--- src/rtl/btn_debounce_multi.sv ---
// Purpose: N-channel front-panel button conditioner: 2-flop sync, asymmetric debounce, press/release/long/repeat pulses.
// Latency: pin edge to btn_state/pulse is 2 + threshold clocks; long/repeat pulses follow the accepted press by HOLD_CNT (+k*REPEAT_CNT) clocks.
// Backpressure: none; every output is a free-running registered level or one-cycle pulse.
module btn_debounce_multi #(
    parameter int N_CH        = 4,
    parameter int ACTIVE_LOW  = 0,
    parameter int PRESS_CNT   = 500,
    parameter int RELEASE_CNT = 50000,
    parameter int HOLD_CNT    = 0,
    parameter int REPEAT_CNT  = 0
) (
    input  logic            clk,
    input  logic            rst_n,
    input  logic [N_CH-1:0] btn_in,
    output logic [N_CH-1:0] btn_state,
    output logic [N_CH-1:0] btn_press,
    output logic [N_CH-1:0] btn_release,
    output logic [N_CH-1:0] long_press,
    output logic [N_CH-1:0] btn_repeat
);

    // Debounce counter is sized for the larger of the two thresholds.
    localparam int MAX_THR = (PRESS_CNT > RELEASE_CNT) ? PRESS_CNT : RELEASE_CNT;
    localparam int CW      = $clog2(MAX_THR + 1);

    // Hold counter must reach HOLD_CNT + REPEAT_CNT; keep at least one bit
    // so the declarations stay legal when the hold feature is disabled.
    localparam int HSUM = HOLD_CNT + REPEAT_CNT;
    localparam int HW   = (HSUM > 0) ? $clog2(HSUM + 1) : 1;

    localparam logic [CW-1:0]   PRESS_LAST   = CW'(PRESS_CNT - 1);
    localparam logic [CW-1:0]   RELEASE_LAST = CW'(RELEASE_CNT - 1);
    localparam logic [HW-1:0]   HOLD_LAST    = HW'(HOLD_CNT - 1);
    localparam logic [HW-1:0]   HOLD_VAL     = HW'(HOLD_CNT);
    localparam logic [HW-1:0]   REP_LAST     = HW'(HSUM - 1);
    localparam logic [N_CH-1:0] INV_MASK     = (ACTIVE_LOW != 0) ? '1 : '0;

    logic [N_CH-1:0] sync1_q;
    logic [N_CH-1:0] sync2_q;
    logic [N_CH-1:0] s;

    // Two-flop synchroniser for the raw asynchronous pins.
    always_ff @(posedge clk or negedge rst_n) begin
        if (!rst_n) begin
            sync1_q <= '0;
            sync2_q <= '0;
        end else begin
            sync1_q <= btn_in;
            sync2_q <= sync1_q;
        end
    end

    // Normalise polarity so that 1 always means "pressed" downstream.
    assign s = sync2_q ^ INV_MASK;

    for (genvar i = 0; i < N_CH; i++) begin : g_ch

        logic [CW-1:0] cnt_q;
        logic [CW-1:0] cnt_d;
        logic          state_q;
        logic          state_d;
        logic          press_q;
        logic          press_d;
        logic          release_q;
        logic          release_d;

        // Count consecutive samples that disagree with the accepted level;
        // any agreeing sample restarts the count, so only a clean run of
        // exactly THR samples flips the level.
        always_comb begin
            cnt_d     = cnt_q;
            state_d   = state_q;
            press_d   = 1'b0;
            release_d = 1'b0;
            if (s[i] == state_q) begin
                cnt_d = '0;
            end else if (cnt_q == (state_q ? RELEASE_LAST : PRESS_LAST)) begin
                cnt_d     = '0;
                state_d   = ~state_q;
                press_d   = ~state_q;
                release_d = state_q;
            end else begin
                cnt_d = cnt_q + CW'(1);
            end
        end

        // Debounce state, counter and edge pulses.
        always_ff @(posedge clk or negedge rst_n) begin
            if (!rst_n) begin
                cnt_q     <= '0;
                state_q   <= 1'b0;
                press_q   <= 1'b0;
                release_q <= 1'b0;
            end else begin
                cnt_q     <= cnt_d;
                state_q   <= state_d;
                press_q   <= press_d;
                release_q <= release_d;
            end
        end

        assign btn_state[i]   = state_q;
        assign btn_press[i]   = press_q;
        assign btn_release[i] = release_q;

        if (HOLD_CNT > 0) begin : g_hold

            logic [HW-1:0] hold_q;
            logic [HW-1:0] hold_d;
            logic          long_q;
            logic          long_d;
            logic          rep_q;
            logic          rep_d;

            // Hold timer: zero while released and on the accept/release
            // cycles (state_d != state_q), so the release cycle can never
            // carry a long or repeat pulse. After the long pulse the counter
            // either cycles HOLD..HOLD+REPEAT for repeats or parks at HOLD.
            always_comb begin
                hold_d = hold_q;
                long_d = 1'b0;
                rep_d  = 1'b0;
                if (!state_q || (state_d != state_q)) begin
                    hold_d = '0;
                end else if ((REPEAT_CNT > 0) && (hold_q == REP_LAST)) begin
                    hold_d = HOLD_VAL;
                    rep_d  = 1'b1;
                end else if (hold_q == HOLD_LAST) begin
                    hold_d = HOLD_VAL;
                    long_d = 1'b1;
                end else if ((REPEAT_CNT > 0) || (hold_q != HOLD_VAL)) begin
                    hold_d = hold_q + HW'(1);
                end
            end

            // Hold counter and long/repeat pulse registers.
            always_ff @(posedge clk or negedge rst_n) begin
                if (!rst_n) begin
                    hold_q <= '0;
                    long_q <= 1'b0;
                    rep_q  <= 1'b0;
                end else begin
                    hold_q <= hold_d;
                    long_q <= long_d;
                    rep_q  <= rep_d;
                end
            end

            assign long_press[i] = long_q;
            assign btn_repeat[i] = rep_q;

        end else begin : g_no_hold

            assign long_press[i] = 1'b0;
            assign btn_repeat[i] = 1'b0;

        end
    end

endmodule

--- config.mk ---
export PLATFORM = sky130hd
export DESIGN_NAME = btn_debounce_multi
export DESIGN_NICKNAME = d
export VERILOG_FILES = /design/src/rtl/btn_debounce_multi.sv
export SDC_FILE = /design/constraint.sdc
export NUM_CORES = 1
export LEC_CHECK = 0
export ABC_AREA = 1
export CAP_MARGIN = 40
export CORE_MARGIN = 10
export CORE_UTILIZATION = 60
export CTS_CLUSTER_DIAMETER = 50
export DETAILED_ROUTE_END_ITERATION = 7
export PLACE_DENSITY = 0.88
export SYNTH_ARGS = -nofsm -noshare
export SYNTH_HDL_FRONTEND = slang
export SYNTH_SLANG_ARGS = --single-unit
--- constraint.sdc ---
create_clock -name clk -period 1.7 [get_ports clk]
set_input_delay 0.34 -clock clk [delete_from_list [all_inputs] [get_ports clk]]
set_output_delay 0.34 -clock clk [all_outputs]
set_load 0.05 [all_outputs]
; ---- Word-level counts from Yosys, hierarchy flattened
; Index checks and enable logic that the tools add are counted.
[totals]
ff_bits = 84
out_inout_bits = 20
[classes]
addsub = 4
n_eq_ne = 8
n_mux = 28
n_bitwise = 8
reduce_logical = 4
[op_table]
columns = operator, n
row1 = $mux 16, 12
row2 = $add 16x1->16 const B, 4
row3 = $eq 16x16->1, 4
row4 = $mux 1, 16
row5 = $not 1->1, 8
row6 = $reduce_and 2->1, 4
row7 = $eq 1x1->1, 4

; ---- Logic depth before layout (Yosys ltp)
[logic_depth]
ltp_word = 4
depth_mapped = 10

; ---- Worst setup path after synthesis
; No wires, ideal clock.
[synth_timing]
path_type = reg2reg
startpoint = reg g_ch[2].cnt_q[0]
endpoint = reg g_ch[2].cnt_q[0]
arrival_time_ns = 1.246
slack_ns = 0.333
stages_incl_launch_ff = 10
n_path_buf = 1
period_less_slack_ns = 1.367
cell_sequence = dfrtp_1 > ha_1 > nand3_1 > a21oi_2 > nand2_1 > inv_1 > nand3_2 > nand2_1 > buf_6 > nor2_1
[synth_between]
elab_chain_cells = 3
elab_cells_between_ends = 4
[synth_lines]
columns = item, line_no
row1 = from (decl), 58  ; logic [CW-1:0] cnt_q;
row2 = from (signal assigned), 95  ; cnt_q <= cnt_d;
row3 = $add 16x1->16 or $eq 16x16->1 (tied branches), "83, 77"
row4 = $mux 16 *, 77  ; end else if (cnt_q == (state_q ? RELEASE_LAST : PRESS_LAST)) begin
row5 = $mux 16 *, 75  ; if (s[i] == state_q) begin
row6 = via g_ch[2].cnt_d[0], 59  ; logic [CW-1:0] cnt_d;
; Mark *: on every way through the listed nets, which the timed path passes. The rest lies on a longest branch.
; A chain may end at the register's enable or synchronous reset.

; ---- Worst setup path in the final report
[layout_timing]
startpoint = reg g_ch[0].state_q
endpoint = out btn_state[0]
[layout_rtl]
columns = item, line_no
row1 = from (decl), 60  ; logic state_q;
row2 = from (signal assigned), 96  ; state_q <= state_d;
row3 = to (decl), 15  ; output logic [N_CH-1:0] btn_state,
; No word-level cell between the ends.

==> results.md <==
* **Max stage delay on crit path** 0.46 ns
* **maximum number of pins on one net before global-route repair** 36
* **1st-iter DRT viols** 366
* **data arrival at the endpoint of the critical path** 1.33 ns
* **number of placement rows** 33
* **y dimension of the die** 113 microns
* **DRC violations left** 0
* **adder-cell area share of the yosys netlist** 0.00958
* **IO Count** 26
* **Fillers** 612
* **core area** 8340 sq um
* **Most common cell on crit path** buf_4
* **dominant combinational cell family by area after synthesis** simple AND/OR/NAND/NOR gates
* **Register Area** 2100 sq um
* **sequential-to-total area share from yosys stat** 0.402
* **instance count along the most critical hold path** 0
* **fraction of registers with async set or reset after synthesis** 1.00
* **Total Wirelength** 11100 microns
* **ant diodes** 0
* **worst reg2reg startpoint** g_ch[1].cnt_q[0]
* **area growth from synthesis to final layout** 8.02%
* **critical path capture point type** primary output
* **# setup viols final** 0
* **number of failing hold endpoints at the final stage** 0
* **unrepaired setup endpoints after global routing** yes
* **clock buffers created by TritonCTS** 9
* **IO buf count** 17
* **critical path required time** 1.36 ns
* **mux contribution to synthesized area** 0
* **cell taking the most area after synthesis** dfrtp_1
* **first-pass iteration count of the detailed router** 5
* **detail-routed via count per cell** 5.37
* **combined area of the multi-input logic cells** 2590 sq um
* **vias in the first global route** 4509
* **minimum clock period** 1.67 ns
* **final setup skew** 0.0110 ns
* **part of the power in the clock network** 0.371
* **internal power component** 0.00265 W
* **compound-cell area share of the yosys netlist** 0.0220
* **Peak Freq** 0.600 GHz
* **global placement routability congestion** 0.894
* **Area contributors post-synth** dfrtp_1 40%, nand2_1 15%, nor2_1 12%
* **final HPWL from detailed placement** 8180 microns
* **number of instances in the synthesized netlist** 743
* **Register-to-Register Path Depth** 8
* **H-tree depth** 3
* **Max clock buf depth** 2
* **Largest delay share family, worst path** buffers and inverters
* **yosys synthesis warning count** 0
* **synthesized cell area** 5220 sq um
* **number of synthesized register bits** 84
* **Synth top area share** 0.402
* **clock-pin transition on the worst setup and hold timing paths** 0.10 ns
* **EDFF count, synth** 0
* **average wire per cell in the routed design** 12.9 microns
* **average size of a mapped cell** 7.03 sq um
* **Post-Synth XOR/XNOR Area** 0.0838
* **starting utilization of the core area** 0.626
* **Core Util, Final** 0.677
* **layout net count** 766
* **antenna violations before repair** 0
* **share of layout cells above drive strength 1** 0.0986
* **power density over cell area** 644 nW/um^2
* **most frequent cells after synthesis** 211 x nand2_1, 162 x nor2_1, 84 x dfrtp_1
* **worst r2r dst** g_ch[1].cnt_q[9]
* **crit start category** flop
* **maximum fanout along the worst path** 7
* **terminating pin of the worst hold path** s[0]
* **worst min-delay path class** reg2reg
* **total die area** 12800 sq um
* **category of the most critical setup path** reg2out
* **relative contribution of sequential cells to total power** 0.567
* **area share of and/or/nand/nor cells after synthesis** 0.369
* **leakage dissipation** 2.46 nW
* **startpoint of the worst setup timing path** g_ch[0].state_q
* **Sw Ratio** 0.270
* **share of total power in combinational logic** 0.062
* **clock root buffer** clkbuf_8
* **wire length of the first global-routing pass** 19300 microns
* **TritonCTS clock tree** done
* **final-report max-slew violation count** 0
* **synth unique cells** 29
* **count leader, synth** nand2_1
* **cell breakdown of the critical path** buf_4, buf_4, buf_12
* **antenna-violating nets left** 0
* **R2R setup slack** 0.09 ns
* **worst hold path startpoint** sync1_q[0]
* **Post-synth top flop** dfrtp_1
* **TritonCTS sink count** 84
* **max_cap viols** 0
* **final clock period utilization by the worst path** 0.981
* **clock latency reported for the late side of the worst-skew pair** 0.37 ns
* **remaining global-route overflow** 0
* **net switching power of the design** 0.000981 W
* **worst path buffer plus inverter count** 3
* **Overall Global Routing Usage** 0.174
* **total power draw** 0.00363 W
* **horizontal extent of the die** 113 microns
* **status** complete, no violations
* **worst vdd rail ir drop** 0.366 mV
* **Vias** 4652
* **standard cell with the maximum stage delay on the critical path** dfrtp_1
power by group through the flow:
stage,Sequential (W),Clock (W),Combinational (W)
finish,0.00206,0.00135,0.000224
global route,0.00207,0.00144,0.000254
CTS,0.00206,0.00138,0.000223
detailed placement,0.00210,0,0.000220
global placement,0.00210,0,0.000211
floorplan,0.00209,0,0.000158
worst max-delay path by stage:
stage	endpoint	depth (start not counted)
after detailed placement	g_ch[1].cnt_q[15]	8
after floorplan	g_ch[2].cnt_q[0]	9
after CTS	btn_state[0]	3
after global placement	g_ch[1].cnt_q[0]	8
final	btn_state[0]	3
after global routing	g_ch[2].cnt_q[12]	6
registers in the layout, summed over array words and instances, names as in the netlist:
| signal | flops |
|---|---|
| s | 4 |
| sync1_q | 4 |
| g_ch.state_q | 4 |
| g_ch.cnt_q | 64 |
| g_ch.press_q | 4 |
| g_ch.release_q | 4 |
layout by cell type, fill, tap and decap left out, types with 3 or more instances in the layout:
cell type,count
o21ai_1,6
buf_4,21
buf_12,5
nor2_1,162
nand3_2,5
o21ai_0,10
clkinv_4,3
xor2_1,32
inv_1,82
nand2_1,208
nor3_1,7
inv_2,4
dfrtp_1,83
nor2_2,7
clkbuf_8,9
nand4_1,23
conb_1,8
nor3_2,4
clkdlybuf4s50_1,4
ha_1,3
nand2_2,3
xnor2_1,18
nand3_1,36
per-layer routing:
metal	part of all wire	GRT usage	routed length, microns
met5	0	0	0
met4	0.024	0.0694	267
met3	0.075	0.0539	833
met2	0.49	0.303	5460
met1	0.41	0.194	4570
per-stage QoR:
| stage | setup WS, ns | cells | hold WS [ns] | area (sq um) | TNS [ns] |
|---|---|---|---|---|---|
| floorplan | 0.333 | 750 | 0.0444 | 5250 | 0 |
| global placement | 0.130 | 849 | 0.282 | 5420 | 0 |
| detailed placement | -0.00707 | 849 | 0.294 | 5420 | -0.0114 |
| CTS | 0.0323 | 866 | 0.348 | 5620 | 0 |
| global route | -0.0303 | 866 | 0.350 | 5640 | -0.0680 |
| finish | 0.0326 | 866 | 0.347 | 5640 | 0 |
final cells by class:
cell class	count	share of cell area
multi-input cells	543	0.459
flip-flops and latches	84	0.373
inverters	87	0.0583
repair buffers	31	0.0545
well taps	105	0.0233
clock buffers	9	0.0220
clock inverters	7	0.0106
logic make-up after synthesis:
family,after synthesis
xor gates and xnor gates,50
and+or+nand+nor,460
buffers and inverters,123
AOI/OAI and AO/OA,21
adders and majority gates,4
DFF,84
other,1
what timing repair did:
action | 4_1_cts | 5_1_grt
hold endpoints to repair | 26 | 0
hold buffers | 1 | 0
gates resized for setup | 2 | 6
setup buffers | 0 | 0
setup endpoints to repair | 6 | 35
Power figures use the tool's default switching activity.
